File: config.mk
export PLATFORM = sky130hd
export DESIGN_NAME = pipe_skid_buf
export DESIGN_NICKNAME = d
export VERILOG_FILES = /design/src/rtl/pipe_skid_buf.sv
export SDC_FILE = /design/constraint.sdc
export NUM_CORES = 1
export LEC_CHECK = 0
export ABC_AREA = 1
export BUFFER_PORTS_ARGS = -buffer_cell sky130_fd_sc_hd__buf_4
export CAP_MARGIN = 20
export CELL_PAD_IN_SITES_DETAIL_PLACEMENT = 1
export CELL_PAD_IN_SITES_GLOBAL_PLACEMENT = 1
export CORE_UTILIZATION = 41
export CTS_BUF_LIST = sky130_fd_sc_hd__clkbuf_8
export DETAILED_ROUTE_END_ITERATION = 7
export GPL_TIMING_DRIVEN = 0
export PLACE_DENSITY_LB_ADDON = 0.2
export RECOVER_POWER = 100
export SLEW_MARGIN = 20
export SYNTH_ARGS = -nofsm -noshare
export SYNTH_HDL_FRONTEND = slang
export SYNTH_SLANG_ARGS = --single-unit
File: constraint.sdc
create_clock -name clk -period 2.81 [get_ports clk]
set_clock_uncertainty 0.2 [all_clocks]
set_input_delay 0.562 -clock clk [delete_from_list [all_inputs] [get_ports clk]]
set_output_delay 0.562 -clock clk [all_outputs]
set_load 0.1 [all_outputs]
File: src/rtl/pipe_skid_buf.sv
// Two-entry register slice (output register + skid register) with valid/ready on both sides, flush and bubble insertion.
// Optional stall counter enabled by defining PIPE_SKID_BUF_STALL_CNT_EN.
module pipe_skid_buf #(
  parameter int unsigned       DATA_W    = 32,
  parameter logic [DATA_W-1:0] NOP_VALUE = {DATA_W{1'b0}},
  parameter int unsigned       CNT_W     = 16
) (
  input  logic              clk,
  input  logic              rst,
  input  logic              in_valid,
  input  logic [DATA_W-1:0] in_data,
  output logic              in_ready,
  output logic              out_valid,
  output logic [DATA_W-1:0] out_data,
  input  logic              out_ready,
`ifdef PIPE_SKID_BUF_STALL_CNT_EN
  output logic [CNT_W-1:0]  stall_cnt,
`endif
  input  logic              flush
);

  // State encoding is {out_valid, skid_valid}; 2'b01 is unreachable.
  typedef enum logic [1:0] {
    EMPTY = 2'b00,
    ONE   = 2'b10,
    FULL  = 2'b11
  } state_e;

  state_e            state_q, state_d;
  logic [DATA_W-1:0] outData_q, outData_d;
  logic [DATA_W-1:0] skidData_q, skidData_d;
  logic              inFire;
  logic              outFire;

  assign out_valid = state_q[1];
  assign in_ready  = ~state_q[0];
  assign out_data  = outData_q;

  assign inFire  = in_valid & in_ready;
  assign outFire = out_valid & out_ready;

  always_ff @(posedge clk or posedge rst) begin
    if (rst) begin
      state_q    <= EMPTY;
      outData_q  <= NOP_VALUE;
      skidData_q <= NOP_VALUE;
    end else begin
      state_q    <= state_d;
      outData_q  <= outData_d;
      skidData_q <= skidData_d;
    end
  end

  always_comb begin
    state_d    = state_q;
    outData_d  = outData_q;
    skidData_d = skidData_q;
    if (flush) begin
      // Flush squashes everything, including handshakes in the same cycle.
      state_d    = EMPTY;
      outData_d  = NOP_VALUE;
      skidData_d = NOP_VALUE;
    end else begin
      unique case (state_q)
        EMPTY: begin
          if (inFire) begin
            state_d   = ONE;
            outData_d = in_data;
          end
        end
        ONE: begin
          if (outFire && inFire) begin
            outData_d = in_data;
          end else if (outFire) begin
            state_d   = EMPTY;
            outData_d = NOP_VALUE;
          end else if (inFire) begin
            state_d    = FULL;
            skidData_d = in_data;
          end
        end
        FULL: begin
          if (outFire) begin
            state_d    = ONE;
            outData_d  = skidData_q;
            skidData_d = NOP_VALUE;
          end
        end
        default: begin
          state_d    = EMPTY;
          outData_d  = NOP_VALUE;
          skidData_d = NOP_VALUE;
        end
      endcase
    end
  end

`ifdef PIPE_SKID_BUF_STALL_CNT_EN
  logic [CNT_W-1:0] stallCnt_q, stallCnt_d;

  // Saturating count of cycles the next stage refused a valid word; only reset clears it.
  always_comb begin
    stallCnt_d = stallCnt_q;
    if (out_valid && !out_ready && (stallCnt_q != {CNT_W{1'b1}})) begin
      stallCnt_d = stallCnt_q + 1'b1;
    end
  end

  always_ff @(posedge clk or posedge rst) begin
    if (rst) begin
      stallCnt_q <= '0;
    end else begin
      stallCnt_q <= stallCnt_d;
    end
  end

  assign stall_cnt = stallCnt_q;
`else
  if (CNT_W < 1) begin : g_bad_cnt_w
  end
`endif

  // Structural properties: the unused encoding never appears and a stalled word is stable.
  a_no_illegal_state : assert property (
    @(posedge clk) disable iff (rst) state_q != 2'b01);

  a_hold_when_stalled : assert property (
    @(posedge clk) disable iff (rst)
      (out_valid && !out_ready && !flush) |=> (out_valid && $stable(out_data)));

endmodule

# After elaboration in Yosys (flattened, before gate mapping)
# Index checks and enable logic that the tools add are counted.
totals:
  word_cells: 38
  out_inout_bits: 34
  input_bits: 37
  regBits: 66
op_classes:
  eq_ne: 10
  n_bitwise: 3
  n_mux: 17
  reduce_logical: 5
ops:
  columns: ["op", "count"]
  rows:
  - ["$mux W32", 8]
  - ["$pmux W32 S3", 2]
  - ["$ne A3 B3 Y1 const B", 5]
  - ["$mux W2", 6]
  - ["$ne A4 B4 Y1 const B", 2]
  - ["$pmux W2 S3", 1]
  - ["$reduce_and A5 Y1", 1]
  - ["$eq A2 B2 Y1 const B", 2]
  - ["$reduce_and A4 Y1", 1]
  - ["$reduce_and A3 Y1", 1]
  - ["$and A1 B1 Y1", 2]
  - ["$logic_not A2 Y1", 1]
  - ["$ne A2 B2 Y1 const B", 1]
  - ["$logic_and A1 B1 Y1", 1]
  - ["$not A1 Y1", 1]

# Depth between registers and ports, before layout
# Gate-level depths: netlist (run 1).
depth:
  ltp_word: 7
  ltp_mapped: 11
  depth_no_buf: 9

# Least setup slack after synthesis (run 1)
# OpenSTA, ideal clock, no wires.
synth_path:
  path_kind: "register to register"
  startpoint: "reg state_q[1]"
  endpoint: "reg outData_q[10], in the netlist out_data[10]"
  arrival_ns: 2.106
  setup_time_ns: 0.068
  n_path_buf: 2
  required_ns: 2.542
  period_less_slack_ns: 2.374
  slack_ns: 0.436
  path_stages_with_launch: 10
  cell_sequence: "dfrtp_1 -> inv_1 -> ha_1 -> buf_2 -> nand3_1 -> nand3_4 -> nor2_4 -> buf_6 -> nand2_1 -> nand2_1"
synth_via:
  elab_chain_cells: 5
  elab_cells_between_ends: 12
  cone_classes: "5 x eq/ne; 3 x mux; 1 x bitwise; 3 x reduce/logical"
synth_rtl:
  columns: ["item", "line_no", "text"]
  rows:
  - ["start: declaration", "29", "state_e state_q, state_d;"]
  - ["start signal: assignment", "48", "state_q <= state_d;"]
  - ["$and A1 B1 Y1", "40", "assign outFire = out_valid & out_ready;"]
  - ["$logic_and A1 B1 Y1", "72", "if (outFire && inFire) begin"]
  - ["$mux W32", "72", null]
  - ["$pmux W32 S3", "64", "unique case (state_q)"]
  - ["$mux W32", "58", "if (flush) begin"]
  - ["end signal: assignment", "49", "outData_q <= outData_d;"]
  - ["end: declaration", "30", "logic [DATA_W-1:0] outData_q, outData_d;"]
# Parallel ways exist; a longest one is shown, timed or not.
# A chain may end at the register's enable or synchronous reset.

# Worst setup path in the final report (run 1)
layout_path:
  startpoint: "reg state_q[1]"
  endpoint: "out out_valid"
layout_lines:
  columns: ["item", "line_no", "text"]
  rows:
  - ["end: declaration", "13", "output logic out_valid,"]
# No word-level cell between the ends.

==> flow_metrics.env, run 1 <==
export IMPL_synthAdderAreaFrac=0.0135
export IMPL_drc_errors=0
export IMPL_critical_path_required_ns=2.05
export IMPL_clk_latency_ns=0.36
export IMPL_hold_viol=0
export IMPL_avgSynthCellArea_um2=7.04
export IMPL_cts_hold_buf=0
export IMPL_die_area_mm2=0.00945
export IMPL_rrSetupSlack_ns=0.55
export IMPL_fin_nets=650
export IMPL_wl_per_cell_um=15.9
export IMPL_cts_sinks=66
export IMPL_hold_class="reg2reg"
export IMPL_pwr_share_seq=0.253
export IMPL_arrival_ns=1.70
export IMPL_p_per_area_mw_per_mm2=1260
export IMPL_power_frac_comb=0.576
export IMPL_area_growth_pct=20.6
export IMPL_ir_worst_vdd_v=0.000683
export IMPL_grt_max_degree=36
export IMPL_path_depth=1
export IMPL_drt_total_wl_um=11500
export IMPL_tightest_slew_ns=1.51
export IMPL_synthCells=528
export IMPL_io_buffers=69
export IMPL_p_leak_nw=2.42
export IMPL_max_freq_mhz=407
export IMPL_ant_nets=0
export IMPL_max_slew_margin_rel=-0.0126
export IMPL_drtIter0Drc=144
export IMPL_violations="max-capacitance violations, max-slew violations"
export IMPL_pin_count=71
export IMPL_placed_area_mm2=0.00439
export IMPL_rows=34
export IMPL_hpwl_um=7930
export IMPL_synth_xor_area_share=0
export IMPL_critical_path_top_delay_family="buffers and inverters"
export IMPL_vias=3765
export IMPL_synth_compound_area_frac=0.0710
export IMPL_final_layout_size_suffix_gt1_frac=0.130
export IMPL_ys_seq_area_frac=0.444
export IMPL_cts_tree="built"
export IMPL_drv_slew=32
export IMPL_fin_util=0.512
export IMPL_hold_depth=2
export IMPL_fp_dieH_um=97.2
export IMPL_cp_max_fo=6
export IMPL_power_switching_mw=3.24
export IMPL_start_util=0.424
export IMPL_worstSetupPathType="reg2out"
export IMPL_status="finished with violations"
export IMPL_synth_top_family_by_area="simple AND/OR/NAND/NOR gates"
export IMPL_critical_path_slowest_cell="clkbuf_1"
export IMPL_clock_root_buffer="clkbuf_8"
export IMPL_period_share=0.875
export IMPL_synthMuxAreaShare=0
export IMPL_cts_inserted_buffers=9
export IMPL_clk_pin_slew_worst_paths_ns=0.08
export IMPL_synthSimpleGateAreaFrac=0.412
export IMPL_yosysWarnings=0
export IMPL_grt_pass1_vias=4092
export IMPL_min_period_ns=2.46
export IMPL_fin_area_mm2=0.00448
export IMPL_setup_viol=0
export IMPL_pre_cts_slack_ns=0.669
export IMPL_synth_area_mm2=0.00372
export IMPL_p_clk_frac=0.170
export IMPL_tns_ns=0
export IMPL_switching_share=0.571
export IMPL_rsz0062_at_grt="false"
export IMPL_core_mm2=0.00876
export IMPL_antenna_found_initial=0
export IMPL_grt_pass1_wl_um=19400
export IMPL_worst_slack_ns=0.351
export IMPL_worstPathCellList="clkbuf_1"
export IMPL_cts_htree_levels=3
export IMPL_finalPower_mw=5.66
export IMPL_fp_dieW_um=97.2
export IMPL_drt_pass1_iterations=4
export IMPL_path_buf_inv=1
export IMPL_start_kind="register"
export IMPL_grt_overflow=0
export IMPL_viasPerCell=5.21
export IMPL_synthesis_nets=569
export IMPL_end_kind="output pin"
export IMPL_p_int_mw=2.43
export IMPL_postCtsSetupBuffers=0
export IMPL_gp_congestion=0.771
export IMPL_reg2reg_depth=9
export IMPL_ys_ff_latch=66
export IMPL_ctsResizeCount=0
export IMPL_maxCapViolCount=1
export IMPL_grt_usage=0.258
export IMPL_cp_slowest_stage_delay_ns=0.88
export IMPL_insertedDiodeCount=0
export IMPL_yosysUniqueCellTypes=20
export IMPL_cts_buffer_depth=2
cell usage in the layout (no fill, tap or decap), types with 3 or more instances in the layout:
cell type  netlist  layout
buf_2           15      14
buf_4            0      34
buf_6            3       3
clkbuf_1        19      53
clkbuf_8         0      12
dfrtp_1         66      66
ha_1             4       4
inv_1            5       4
inv_2            5       5
nand2_1        297     297
nand3_1          5       7
nand4_1         32      32
nor2_1          35      35
o21bai_1        32      32
state kept, by name (all words and copies together), names as in the netlist:
name,count
skidData_q,32
out_data,32
state_q,2
cell type report:
class	instances	area [µm²]
fill	1192	4280
multi-input combinational	415	1830
sequential	66	1650
timing repair buffer	70	412
buffer	37	179
clock buffer	12	165
tap	108	135
clock inverter	4	72.6
inverter	10	38.8
stage by stage:
stage | hold slack (ns) | std cells
final | 0.275 | 722
after global routing | 0.295 | 722
after CTS | 0.0322 | 722
after detailed placement | 0.259 | 706
after global placement | 0.254 | 705
after floorplan | 0.242 | 528
power groups by stage:
stage          clock network [mW]  registers, mW  logic, mW
3_3_place_gp                    0           1.44       3.37
4_1_cts                     0.980           1.44       3.47
2_1_floorplan                   0           2.82       1.22
6_report                    0.966           1.43       3.26
5_1_grt                      1.01           1.47       3.50
3_5_place_dp                    0           1.45       3.45
metal layers:
layer,vias up,track usage,wire length (µm)
li1,1832,-,-
met1,1841,0.322,5150
met2,73,0.450,5760
met3,19,0.0295,393
met4,0,0.110,186
met5,-,0,0
cells by family (layout without fill, tap and decap cells):
| family | Yosys count | in the layout |
|---|---|---|
| AO/OA/AOI/OAI | 36 | 36 |
| adder cells (fa/ha/maj) | 4 | 4 |
| buffers and inverters | 47 | 133 |
| flip-flops | 66 | 66 |
| AND/OR/NAND/NOR | 375 | 375 |
worst min-delay path, delay by kind of cell, from the launching register on:
family	cells	cell delay [ns]
flops	1	0.35
simple gates	2	0.10
synth_stat cells:
master / count / area [µm²]
nor2_1: 35 / 131
clkbuf_1: 19 / 71.3
nand2_1: 297 / 1110
o21ai_0: 2 / 10.0
nand3_1: 5 / 25.0
inv_1: 5 / 18.8
a21oi_1: 1 / 5.00
buf_2: 15 / 75.1
buf_6: 3 / 33.8
nor2_2: 1 / 6.26
dfrtp_1: 66 / 1650
ha_1: 4 / 50.1
nor2_4: 1 / 11.3
o21bai_1: 32 / 240
nand4_1: 32 / 200
inv_2: 5 / 18.8
o21ai_2: 1 / 8.76
nand3_2: 2 / 20.0
or2_1: 1 / 6.26
nand3_4: 1 / 17.5
worst paths after layout:
kind / start / end
min reg2reg: skidData_q[7]$_DFFE_PP0P_ / skidData_q[7]$_DFFE_PP0P_
max in group asynchronous: rst / skidData_q[8]$_DFFE_PP0P_
max: state_q[1]$_DFFE_PP0P_ / out_valid
min: skidData_q[7]$_DFFE_PP0P_ / skidData_q[7]$_DFFE_PP0P_
min in group asynchronous: rst / skidData_q[11]$_DFFE_PP0P_
max reg2reg: state_q[1]$_DFFE_PP0P_ / out_data[20]$_DFFE_PP0P_
No activity file was read; power rests on OpenSTA's default activity.
==> inputs of run 2 (changes only) <==
CORE_UTILIZATION = 40   (was 41)
MAX_ROUTING_LAYER = met4   (was default)
==> run 2 against run 1 <==
  * The flow now finishes without violations
  * Combinational power barely moved
  * Register-to-register slack got worse by 0.11 ns
  * Utilization fell by 0.45 points
  * First-iteration DRC count rose by 26%
  * Sequential cell count did not move
  * Design area barely moved
  * Sequential power barely moved
  * Largest power group unchanged
  * Routed wire length fell by 2.2%
  * Critical path depth did not move
==> flow_metrics.env, run 2 (synthesized netlist as in run 1, its figures left out) <==
export IMPL_status="completed"
export IMPL_seqCellArea_mm2=0.00165
export IMPL_clk_pin_slew_worst_paths_ns=0.08
export IMPL_grt_usage=0.258
export IMPL_grt_overflow=0
export IMPL_drv_slew=0
export IMPL_worst_slack_ns=0.365
export IMPL_max_slew_margin_rel=0.0988
export IMPL_antenna_found_initial=0
export IMPL_crit_path_end="out_valid"
export IMPL_placed_area_mm2=0.00439
export IMPL_hold_class="reg2reg"
export IMPL_fin_area_mm2=0.00449
export IMPL_insertedDiodeCount=0
export IMPL_clock_root_buffer="clkbuf_8"
export IMPL_final_layout_size_suffix_gt1_frac=0.130
export IMPL_crit_path_start="state_q[1]$_DFFE_PP0P_"
export IMPL_core_mm2=0.00885
export IMPL_critical_path_required_ns=2.05
export IMPL_critical_path_top_delay_family="buffers and inverters"
export IMPL_multiInputGateArea_mm2=0.00184
export IMPL_postCtsSetupBuffers=0
export IMPL_final_cell_mix="nand2_1, dfrtp_1, clkbuf_1"
export IMPL_cts_inserted_buffers=9
export IMPL_maxCapViolCount=0
export IMPL_r2r_start="state_q[0]$_DFFE_PP0P_"
export IMPL_ant_nets=0
export IMPL_rrSetupSlack_ns=0.44
export IMPL_dp_cells=706
export IMPL_cts_tree="built"
export IMPL_finalPower_mw=5.63
export IMPL_tns_ns=0
export IMPL_fin_nets=650
export IMPL_die_area_mm2=0.00968
export IMPL_start_util=0.420
export IMPL_vias=3802
export IMPL_viasPerCell=5.27
export IMPL_cp_max_fo=6
export IMPL_drc_errors=0
export IMPL_drt_pass1_iterations=6
export IMPL_io_buffers=69
export IMPL_gp_congestion=0.821
export IMPL_clk_latency_ns=0.35
export IMPL_drtIter0Drc=182
export IMPL_drt_total_wl_um=11200
export IMPL_arrival_ns=1.68
export IMPL_ctsResizeCount=0
export IMPL_rsz0062_at_grt="false"
export IMPL_hold_path_startpoint="out_data[22]$_DFFE_PP0P_"
export IMPL_wl_per_cell_um=15.6
export IMPL_hpwl_um=7810
export IMPL_end_kind="output pin"
export IMPL_worstPathCellList="clkbuf_1"
export IMPL_worstSetupPathType="reg2out"
export IMPL_setup_viol=0
export IMPL_cts_htree_levels=3
export IMPL_p_per_area_mw_per_mm2=1250
export IMPL_pre_cts_slack_ns=0.673
export IMPL_critical_path_slowest_cell="clkbuf_1"
export IMPL_pin_count=71
export IMPL_final_common_cell="nand2_1"
export IMPL_fin_cells=722
export IMPL_fp_dieW_um=98.4
export IMPL_r2r_end="skidData_q[7]$_DFFE_PP0P_"
export IMPL_cts_sinks=66
export IMPL_grt_pass1_wl_um=19200
export IMPL_n_fill_cell=1185
export IMPL_area_growth_pct=20.7
export IMPL_hold_viol=0
export IMPL_reg2reg_depth=10
export IMPL_p_leak_nw=2.42
export IMPL_max_freq_mhz=409
export IMPL_path_buf_inv=1
export IMPL_grt_max_degree=40
export IMPL_rows=34
export IMPL_cts_buffer_depth=2
export IMPL_cp_slowest_stage_delay_ns=0.89
export IMPL_path_depth=1
export IMPL_min_period_ns=2.44
export IMPL_period_share=0.870
export IMPL_start_kind="register"
export IMPL_tightest_slew_ns=1.34
export IMPL_ir_worst_vdd_v=0.000586
export IMPL_cts_hold_buf=0
export IMPL_fp_dieH_um=98.4
export IMPL_grt_pass1_vias=3924
==> run 2: worst min-delay path by stage <==
stage	slack (ns)	cells past startpoint	end
floorplan	0.24	2	skidData_q[0]$_DFFE_PP0P_
global placement	0.25	2	skidData_q[5]$_DFFE_PP0P_
detailed placement	0.26	2	skidData_q[14]$_DFFE_PP0P_
CTS	0.001	2	out_data[11]$_DFFE_PP0P_
global route	0.30	2	skidData_q[8]$_DFFE_PP0P_
finish	0.28	2	out_data[22]$_DFFE_PP0P_
==> run 2: per-stage QoR <==
stage	util	hold WS (ns)
detailed placement	0.496	0.258
global route	0.507	0.303
global placement	0.494	0.253
floorplan	-	0.242
CTS	0.522	0.00112
finish	0.507	0.280
==> run 2: metal layers <==
layer,vias up,global-route usage,wire length (µm)
li1,1829,-,-
met1,1874,0.325,5080
met2,79,0.430,5560
met3,20,0.0351,381
met4,0,0.0804,225
met5,-,-,0
==> run 2: final cells by class <==
| type | instances | share of cell area |
|---|---|---|
| Multi-Input combinational cell | 415 | 0.411 |
| Timing Repair Buffer | 70 | 0.0917 |
| Tap cell | 108 | 0.0301 |
| Inverter | 10 | 0.00864 |
| Clock buffer | 10 | 0.0307 |
| Clock inverter | 6 | 0.0198 |
| Buffer | 37 | 0.0399 |
| Sequential cell | 66 | 0.368 |
==> run 2: power breakdown <==
part           internal [mW]  switching (mW)
Combinational          0.606            2.66
Clock                  0.525           0.409
Sequential              1.25           0.175
Total                   2.39            3.24
